## src/rtl/fetch_decode_queue_pkg.sv

```systemverilog
// fetch_decode_queue_pkg: shared pipeline widths, NOP opcode and queue entry type
package fetch_decode_queue_pkg;
  localparam int DEF_INSTR_W = 32;
  localparam int DEF_PC_W = 32;
  localparam logic [DEF_INSTR_W-1:0] NOP_INSTR = '0;
  typedef struct packed {
    logic [DEF_INSTR_W-1:0] instr;
    logic [DEF_PC_W-1:0] pc;
  } fdq_entry_t;
endpackage

```

## src/rtl/fetch_decode_queue_storage.sv

```systemverilog
// fetch_queue_storage: DEPTH x W register array, one write port, async read port
module fetch_queue_storage #(
  parameter int DEPTH = 4,
  parameter int W = 64
) (
  input  logic                     clock,
  input  logic                     reset,
  input  logic                     we,
  input  logic [$clog2(DEPTH)-1:0] waddr,
  input  logic [W-1:0]             wdata,
  input  logic [$clog2(DEPTH)-1:0] raddr,
  output logic [W-1:0]             rdata
);
  logic [DEPTH-1:0][W-1:0] mem_q, mem_d;
  // next array contents: write the addressed entry when enabled
  always_comb begin
    mem_d = mem_q;
    if (we) mem_d[waddr] = wdata;
  end
  // storage registers, cleared on reset
  always_ff @(posedge clock or posedge reset) begin
    if (reset) mem_q <= '0;
    else mem_q <= mem_d;
  end
  assign rdata = mem_q[raddr];
endmodule

```

## src/rtl/fetch_decode_queue.sv

```systemverilog
// fetch_decode_queue: DEPTH-entry instr/PC FIFO between fetch and decode with flush
module fetch_decode_queue
  import fetch_decode_queue_pkg::*;
#(
  parameter int INSTR_W = DEF_INSTR_W,
  parameter int PC_W = DEF_PC_W,
  parameter int DEPTH = 4
) (
  input  logic                       clock,
  input  logic                       reset,
  input  logic                       f_valid,
  input  logic [INSTR_W-1:0]         f_instr,
  input  logic [PC_W-1:0]            f_pc,
  output logic                       f_ready,
  input  logic                       f_flush,
  input  logic                       d_stall,
  output logic                       d_valid,
  output logic [INSTR_W-1:0]         d_instr,
  output logic [PC_W-1:0]            d_pc,
  output logic [$clog2(DEPTH+1)-1:0] count
);
  localparam int AW = $clog2(DEPTH);
  localparam int CW = $clog2(DEPTH+1);
  logic [AW-1:0] wr_ptr_q, wr_ptr_d, rd_ptr_q, rd_ptr_d;
  logic [CW-1:0] count_q, count_d;
  logic push, pop;
  logic [INSTR_W-1:0] rd_instr;
  logic [PC_W-1:0] rd_pc;
  assign f_ready = count_q != CW'(DEPTH);
  assign d_valid = count_q != '0;
  assign push = f_valid & f_ready & ~f_flush;
  assign pop = d_valid & ~d_stall & ~f_flush;
  // pointer and occupancy update; flush returns everything to empty
  always_comb begin
    wr_ptr_d = f_flush ? '0 : wr_ptr_q + AW'(push);
    rd_ptr_d = f_flush ? '0 : rd_ptr_q + AW'(pop);
    count_d = f_flush ? '0 : count_q + CW'(push) - CW'(pop);
  end
  // pointer and occupancy registers
  always_ff @(posedge clock or posedge reset) begin
    if (reset) begin
      wr_ptr_q <= '0;
      rd_ptr_q <= '0;
      count_q <= '0;
    end else begin
      wr_ptr_q <= wr_ptr_d;
      rd_ptr_q <= rd_ptr_d;
      count_q <= count_d;
    end
  end
  fetch_queue_storage #(.DEPTH(DEPTH), .W(INSTR_W + PC_W)) u_storage (
    .clock(clock),
    .reset(reset),
    .we(push),
    .waddr(wr_ptr_q),
    .wdata({f_instr, f_pc}),
    .raddr(rd_ptr_q),
    .rdata({rd_instr, rd_pc})
  );
  assign d_instr = d_valid ? rd_instr : INSTR_W'(NOP_INSTR);
  assign d_pc = d_valid ? rd_pc : '0;
  assign count = count_q;
endmodule

```

## config.mk

```make
export PLATFORM = sky130hd
export DESIGN_NAME = fetch_decode_queue
export DESIGN_NICKNAME = d
export VERILOG_FILES = /design/src/rtl/fetch_decode_queue_pkg.sv /design/src/rtl/fetch_decode_queue_storage.sv /design/src/rtl/fetch_decode_queue.sv
export SDC_FILE = /design/constraint.sdc
export NUM_CORES = 1
export LEC_CHECK = 0
export BUFFER_PORTS_ARGS = -buffer_cell sky130_fd_sc_hd__clkbuf_2
export CORE_MARGIN = 8
export CORE_UTILIZATION = 60
export CTS_CLUSTER_SIZE = 20
export DETAILED_ROUTE_END_ITERATION = 8
export HOLD_SLACK_MARGIN = 0.08
export PLACE_DENSITY = 0.92
export SYNTH_ARGS = -nofsm -noshare
export SYNTH_HDL_FRONTEND = slang
export SYNTH_SLANG_ARGS = --single-unit
```

## constraint.sdc

```tcl
create_clock -name clock -period 21.8 [get_ports clock]
set_clock_uncertainty 0.1 [all_clocks]
set_input_delay 2.18 -clock clock [delete_from_list [all_inputs] [get_ports clock]]
set_output_delay 2.18 -clock clock [all_outputs]
set_load 0.03 [all_outputs]
```

==> summary.txt, run 1 <==
Outcome
  • Outcome: completed

Die
  • Ports: ~140
  • Site Rows: 52
  • DIE HEIGHT: between 150 and 200 um
  • Die area: 25,000 um^2
  • Core Box Area: approximately 20,000 um^2
  • Chip width: between 150 and 200 um
  • Initial Util: approximately three fifths

Cells and area
  • FILL cells: 1,344
  • Leading cell types in the layout, fill and taps excluded: dfrtp_1, mux2_2, clkbuf_2
  • Area growth, synth to finish: 14.1%
  • Final Non-Filler Cells: ~1,100
  • Final layout net count: between 900 and 1,000
  • Commonest non-fill, non-tap cell in the layout: dfrtp_1
  • Share of cells above drive strength 1: approximately three fifths
  • ANT cells: 0

Place
  • HPWL Detailed: about 15,000 um
  • Placement Setup Slack: 17,050 ps
  • GPL Wtd Cong: around 0.72
  • PortBufs: approximately 140
  • Dpl cells: approximately 1,100

Synthesis
  • Synthesized flop and latch total: 263
  • Syn. warnings: 0
  • Syn Nets: 801
  • Synth Flop Type: dfrtp_1
  • Netlist cell types: 25
  • Register area share after synthesis: between 50% and 60%
  • Cells after synthesis: roughly 730
  • Post-synth ARST share: 100%
  • Post-synth EDFFs: 0
  • Mapped cell area: around 12,000 um^2
  • Syn Area/Cell: between 15 and 20 um^2

Drt
  • Vias per cell: approximately 5.8
  • Pre-antenna DRT Iters: 4
  • Routed metal-1 wirelength: 10,600 um
  • Final wirelength: roughly 25,000 um
  • DRT antenna net count: 0
  • Top Metal Used: met4
  • Initial drt markers: between 300 and 400
  • DR DRC count: 0
  • Met2 wire length: between 10,000 and 15,000 um
  • Routed len/inst: ~22 um
  • WL met3: about 1200 um
  • Via Count: 6,630

Global route
  • Initial antenna violation count: 0
  • GRT Total Usage: just over 20%
  • Largest net degree at the start of global routing: about 120
  • Vias in the first global route: ~7,500
  • Total congestion overflow: 0
  • Global-route wire length before repair: about 40,000 um

Worst setup path
  • Req. time, crit path: a little under 20,000 ps
  • Crit path kind: reg -> out
  • WP data arrival: 2960 ps
  • Crit-path max FO: 37
  • Critical path launch point type: flip-flop
  • Worst setup EP type: output port

Clock network
  • H-Tree Depth: 1
  • CTS Buf Count: 28
  • Worst-Skew Late Latency: ~520 ps
  • Clock Tree Buf Depth: 3
  • Setup Fix Bufs, Post-CTS: 0
  • Post_cts resized: 0
  • Cts hold-fix bufs: 0
  • Clk sinks: 263
  • CTS tree: built
  • Clk pin slew, worst setup/hold paths: ~60 ps
  • Root Driver: clkbuf_16

STA
  • Period utilization: between 20% and 30%
  • Count of final setup violators: 0
  • Unrepaired setup endpoints after global routing: false
  • Fin. max-slew vios: 0
  • Max_slew headroom: between 30% and 40%
  • Slew @ Worst Pin: roughly 1000 ps
  • Final hold vios: 0
  • Setup TNS: 0 ps
  • Max Clk Rate: 191 MHz
  • Tmin final: approximately 5200 ps
  • Worst Slack Setup Final: about 17,000 ps

Pwr
  • Peak VDD IR: around 99 uV
  • Overall power: approximately 1.8 mW
  • Pwr per Cell Area: between 100 and 150 nW/um^2
  • Leak: roughly 6.4 nW

Flow run
  • Max-cap check violation count: 0

Worst hold path
  • Worst min path class: reg -> reg
[per-layer routing]
layer,vias to the layer above,track usage (%)
met5,-,0
met4,0,4.36
met3,37,3.23
met2,150,34.3
met1,3534,27.5
li1,2909,-
[path summary, 6_finish.rpt]
kind	start	end	slack, ps	depth (start not counted)
worst max-delay path	rd_ptr_q[1]	d_pc[24]	16560	4
worst min-delay path	u_storage.mem_q[140]	u_storage.mem_q[140]	400	1
worst max register to register	count[1]	count[2]	18730	10
worst min register to register	u_storage.mem_q[140]	u_storage.mem_q[140]	400	1
max in group asynchronous	reset	u_storage.mem_q[12]	18360	3
min in group asynchronous	reset	u_storage.mem_q[225]	1700	2
[state kept, by name (all words and copies together) (netlist names)]
register,cells
count,3
rd_ptr_q,2
u_storage.mem_q,256
wr_ptr_q,2
[cells in the mapped netlist (3+ instances only)]
library cell | count | share of area [%]
mux2_2 | 196 | 18
clkbuf_1 | 9 | 0.28
inv_1 | 4 | 0.12
buf_4 | 12 | 0.74
mux4_2 | 64 | 12
buf_12 | 7 | 1.2
dfrtp_1 | 263 | 54
mux2_4 | 60 | 7.4
buf_2 | 21 | 0.87
and2_1 | 64 | 3.3
nor2_1 | 5 | 0.15
ha_1 | 4 | 0.41
xnor2_1 | 3 | 0.22
nor2b_1 | 3 | 0.15
[stage by stage]
step	util (%)	hold slack, ps	area (um^2)
floorplan	-	374	12100
global placement	64.3	381	12900
detailed placement	64.3	387	12900
CTS	69.1	401	13900
global route	69.1	415	13900
finish	69.1	400	13900
[power breakdown]
group / internal (mW) / leakage (nW) / total [mW] / switching (mW)
Sequential: 0.648 / 3.37 / 0.733 / 0.0854
Combinational: 0.298 / 2.59 / 0.613 / 0.315
Clock: 0.293 / 0.485 / 0.483 / 0.190
[worst max-delay path, stage by stage (launching register included)]
cell	delay (ps)
dfrtp_4	750
buf_4	700
mux4_2	610
and2_1	180
clkbuf_2	180
[final cells by class]
class | instances | area [um^2] | share of cell area, %
sequential | 263 | 6590 | 47.6
multi-input combinational | 410 | 5170 | 37.3
clock buffer | 40 | 847 | 6.11
timing repair buffer | 148 | 768 | 5.54
tap | 270 | 338 | 2.44
clock inverter | 11 | 116 | 0.840
inverter | 4 | 22.5 | 0.163
[kinds of logic after synthesis]
group	after synthesis	synth area share (%)
flops	263	54.2
simple gates	81	4.22
mux	320	37.5
buf+inv	54	3.26
fa+ha+maj	5	0.577
xor+xnor	4	0.289
Power figures use the tool's default switching activity.
==> run 2: changes to the inputs <==
CORE_UTILIZATION = 53   (was 60)
PLACE_DENSITY = 0.86   (was 0.92)
clock period = 4.4 ns   (was 21.8 ns; I/O delays follow)
==> run 2 against run 1 <==
  * Die area increased by 12%
  * Largest cell class unchanged
  * Register-to-register slack got worse by 17000 ps
  * Combinational power increased to 4.9 times the previous value
==> summary.txt, run 2 (synthesis results as in run 1) <==
Clock network
  • Clk sinks: between 200 and 300
  • Root Driver: clkbuf_16
  • CTS tree: built
  • Post_cts resized: 0
  • H-Tree Depth: 1
  • Worst-Skew Late Latency: 520 ps
  • Clk pin slew, worst setup/hold paths: 60 ps
  • Clock Tree Buf Depth: 3
  • CTS Buf Count: 28

Global route
  • Largest net degree at the start of global routing: 140
  • Vias in the first global route: around 7,600
  • Global-route wire length before repair: just over 40,000 um
  • GRT Total Usage: 18.1%
  • Total congestion overflow: 0
  • Initial antenna violation count: 1

STA
  • Max_slew headroom: 32.4%
  • Slew @ Worst Pin: about 1000 ps
  • Final hold vios: 0
  • Hold WS: between 90 and 100 ps
  • Count of final setup violators: 0
  • Tmin final: 3220 ps
  • Fin. max-slew vios: 0
  • Unrepaired setup endpoints after global routing: false
  • Setup TNS: 0 ps
  • Period utilization: between 70% and 80%
  • Max Clk Rate: 311 MHz

Place
  • GPL Wtd Cong: 0.742
  • PortBufs: 137
  • DP Area: 13,000 um^2
  • Dpl cells: roughly 1,100
  • HPWL Detailed: approximately 15,000 um

Cells and area
  • Final layout net count: around 940
  • Commonest non-fill, non-tap cell in the layout: dfrtp_1
  • Max reg flops: about 260
  • Share of cells above drive strength 1: 59.0%
  • FILL cells: ~1,700
  • Largest Register: u_storage.mem_q
  • Area growth, synth to finish: 14.9%
  • Leading cell types in the layout, fill and taps excluded: dfrtp_1, mux2_2, clkbuf_2
  • Post-route cell area: roughly 14,000 um^2
  • Final Non-Filler Cells: roughly 1,200

Pwr
  • Sw power: 2.88 mW
  • Sw frac: about 32%
  • Peak VDD IR: around 400 uV
  • Pwr per Cell Area: 643 nW/um^2
  • Leak: 6.46 nW
  • Clock power share: around a quarter
  • Sequential share of power: roughly two fifths
  • Internal: 6.10 mW
  • Combinational Power Share: approximately a third

Worst hold path
  • Worst min path class: in -> reg
  • Min-Delay Path Depth: 2

Worst setup path
  • R2r worst-path depth: 4
  • RR Endpoint: u_storage.mem_q[165]
  • WP data arrival: roughly 2700 ps
  • Worst setup EP type: output port
  • Launch point of the worst path: rd_ptr_q[0]
  • R2R Setup Slk: between 1500 and 2000 ps
  • Worst setup path end: d_instr[16]
  • Crit-path max FO: 56
  • Req. time, crit path: about 3900 ps
  • Critical path launch point type: flip-flop
  • Worst R2R Start: count[1]
  • Crit path kind: reg -> out

Die
  • DIE HEIGHT: around 170 um
  • Site Rows: 55
  • Initial Util: 53.8%
  • Die area: roughly 28,000 um^2
  • Core Box Area: 22,600 um^2
  • Ports: 138
  • Chip width: between 150 and 200 um

Drt
  • DR DRC count: 0
  • Routed len/inst: ~21 um
  • Pre-antenna DRT Iters: 4
  • Initial drt markers: about 300
  • Via Count: about 6,600
  • DRT antenna net count: 0
  • Vias per cell: roughly 5.7
  • Final wirelength: approximately 25,000 um

Flow run
  • Max-cap check violation count: 0

Outcome
  • Outcome: completed
## run 2: final cells by class
class                      count  area [um^2]  area share [%]
antenna                        1         2.50          0.0179
clock buffer                  44          872            6.25
clock inverter                 4         45.0           0.323
inverter                       4         18.8           0.135
multi-input combinational    410         5170            37.1
sequential                   263         6590            47.2
tap                          285          357            2.56
timing repair buffer         156          891            6.39
## run 2: power by group through the flow
stage	sequential, mW	clock (mW)	combinational, mW
finish	3.67	2.31	3.00
global route	3.76	2.47	3.22
CTS	3.67	2.36	3.05
detailed placement	3.70	0	3.04
global placement	3.65	0	2.96
floorplan	3.51	0	2.39
## run 2: timing repair
| item | 4_1_cts | 5_1_grt |
|---|---|---|
| setup endpoints to repair | 0 | 0 |
| hold endpoints to repair | 25 | 1 |
| buffers inserted | 0 | 0 |
| hold buffers | 4 | 1 |
## run 2: metrics by stage
stage          setup WS (ps)  utilization, %  total power [mW]
5_1_grt                 1040            61.8              9.46
2_1_floorplan            390               -              5.89
4_1_cts                 1140            61.7              9.08
6_report                1180            61.8              8.97
3_5_place_dp            1690            57.5              6.74
3_3_place_gp            1720            57.5              6.62
## run 2: worst min-delay path by stage
stage	start	to
5_1_grt	f_pc[13]	u_storage.mem_q[205]
2_1_floorplan	u_storage.mem_q[100]	u_storage.mem_q[100]
3_3_place_gp	u_storage.mem_q[120]	u_storage.mem_q[120]
3_5_place_dp	u_storage.mem_q[126]	u_storage.mem_q[126]
6_report	f_pc[28]	u_storage.mem_q[28]
4_1_cts	f_pc[21]	u_storage.mem_q[213]
## run 2: worst max-delay path: stages, from the launching register on
cell      delay (ps)
dfrtp_4         1090
buf_4            350
mux4_2           310
and2_1           180
clkbuf_2         190
## run 2: layer usage
metal / up-vias / wire length (um) / GRT usage [%]
li1: 2925 / - / -
met1: 3533 / 10800 / 23.4
met2: 129 / 12100 / 29.6
met3: 35 / 1440 / 4.77
met4: 0 / 528 / 5.40
met5: - / 0 / 0
==> run 3: changes to the inputs <==
CORE_UTILIZATION = 59   (was 53)
PLACE_DENSITY = 0.9   (was 0.86)
clock period = 3 ns   (was 4.4 ns; I/O delays follow)
==> run 3 against run 2 <==
  * Sequential share of layout area down 2.5 points
  * Critical path type unchanged
  * Combinational power up 53%
  * Critical path depth unchanged
  * Clock power up 48%
  * Utilization up 11 points
  * Clock-buffer cell count down 1
  * Final area up 5.5%
  * First-iteration DRC count down 1.3%
  * Flip-flop and latch count unchanged
  * Worst hold slack better by 58 ps
==> summary.txt, run 3 (synthesis results as in run 1) <==
STA
  • Period utilization: slightly above 90%
  • Slew @ Worst Pin: roughly 660 ps
  • Count of final setup violators: 0
  • Tmin final: roughly 2800 ps
  • Setup TNS: 0 ps
  • Worst Slack Setup Final: 194 ps
  • Fin. max-slew vios: 0
  • Max Clk Rate: about 360 MHz
  • Unrepaired setup endpoints after global routing: false
  • Final hold vios: 0
  • Max_slew headroom: between 50% and 60%

Cells and area
  • Leading cell types in the layout, fill and taps excluded: dfrtp_1, mux2_2, clkbuf_2
  • Commonest non-fill, non-tap cell in the layout: dfrtp_1
  • ANT cells: 0
  • Final layout net count: 1,006
  • Fin util: 72.7%
  • Max reg flops: about 260
  • Largest Register: u_storage.mem_q
  • Share of cells above drive strength 1: a little under three fifths
  • FILL cells: about 1,200
  • Area growth, synth to finish: 21.2%

Drt
  • DR DRC count: 0
  • Pre-antenna DRT Iters: 4
  • DRT antenna net count: 0
  • Initial drt markers: approximately 310
  • Via Count: ~7,000
  • Vias per cell: 5.74
  • Final wirelength: 26,400 um
  • Routed len/inst: about 22 um

Worst setup path
  • Worst setup EP type: output port
  • Launch point of the worst path: rd_ptr_q[0]
  • WP data arrival: roughly 2400 ps
  • RR Endpoint: count[2]
  • Crit path kind: reg -> out
  • Slowest cell on crit path: dfrtp_4
  • Worst R2R Start: count[1]
  • R2r worst-path depth: 9
  • Top delay family on crit path: flip-flops
  • Req. time, crit path: 2600 ps
  • CP cell instances: buf_12, mux4_2, and2_1, clkbuf_2
  • Critical Path Stages: 4
  • WP buf/inv: 2
  • CP max stage delay: about 830 ps
  • Critical path launch point type: flip-flop
  • Crit-path max FO: 31
  • R2R Setup Slk: around 530 ps

Global route
  • GRT Total Usage: 21.0%
  • Global-route wire length before repair: about 44,000 um
  • Largest net degree at the start of global routing: 100
  • Initial antenna violation count: 0
  • Vias in the first global route: 7,964
  • Total congestion overflow: 0

Clock network
  • Root Driver: clkbuf_16
  • H-Tree Depth: 1
  • CTS tree: built
  • Clk sinks: about 260
  • CTS Buf Count: 28
  • Setup Fix Bufs, Post-CTS: 0
  • Worst-Skew Late Latency: about 530 ps
  • Clock Tree Buf Depth: 3
  • Clk pin slew, worst setup/hold paths: 60 ps

Place
  • GPL Wtd Cong: about 0.75
  • PortBufs: roughly 140
  • HPWL Detailed: around 15,000 um
  • Placement Setup Slack: 582 ps

Pwr
  • Overall power: around 13 mW
  • Peak VDD IR: roughly 740 uV
  • Leak: between 6 and 7 nW
  • Pwr per Cell Area: 909 nW/um^2

Die
  • DIE HEIGHT: ~160 um
  • Chip width: 159 um
  • Initial Util: between 60% and 70%
  • Die area: ~25,000 um^2
  • Site Rows: 52
  • Ports: about 140
  • Core Box Area: approximately 20,000 um^2

Worst hold path
  • Worst min path class: in -> async

Outcome
  • Outcome: completed

Flow run
  • Max-cap check violation count: 0
[run 3: repair_timing]
action / in CTS / in global routing
endpoints found under the hold margin: 440 / 0
gates resized for setup: 0 / 0
hold buffers: 66 / 0
[run 3: worst reg2reg max path, stage by stage (launching register included)]
cell	delay, ps
dfrtp_1	440
or3_2	480
nor3b_1	180
ha_1	300
inv_1	60
ha_1	130
inv_1	50
fa_1	380
xnor2_1	180
nor2_1	60
[run 3: area by class of cell]
cell class	instances	area, um^2	area share (%)
Sequential cell	263	6590	44.8
Timing Repair Buffer	225	1660	11.3
Multi-Input combinational cell	410	5170	35.2
Inverter	4	18.8	0.128
Tap cell	270	338	2.30
Clock inverter	7	75.1	0.510
Clock buffer	43	857	5.82
[run 3: how the worst max path moves through the flow]
stage | slack (ps) | endpoint
2_1_floorplan | -870 | count[0]
3_3_place_gp | 620 | count[2]
3_5_place_dp | 580 | count[2]
4_1_cts | 140 | d_instr[11]
5_1_grt | 70 | d_instr[1]
6_report | 190 | d_pc[31]
[run 3: through the flow]
stage	cells	hold slack, ps	cell area [um^2]
floorplan	727	348	12100
finish	1222	154	14700
global route	1222	143	14700
CTS	1222	138	14700
detailed placement	1106	148	13100
global placement	1106	144	13100
[run 3: metal layers]
layer	track usage [%]	vias up	share of wire, %	wire length [um]
met1	25.5	3745	41	10800
met2	37.4	144	53	14000
met3	4.24	38	4.2	1110
met5	0	-	0	0
li1	-	3085	-	-
met4	5.66	0	2.1	555
[run 3: report_power, final]
| group | internal (mW) | switching [mW] | total (mW) |
|---|---|---|---|
| clock | 2.05 | 1.38 | 3.42 |
| combinational | 2.26 | 2.35 | 4.60 |
| sequential | 4.71 | 0.644 | 5.35 |
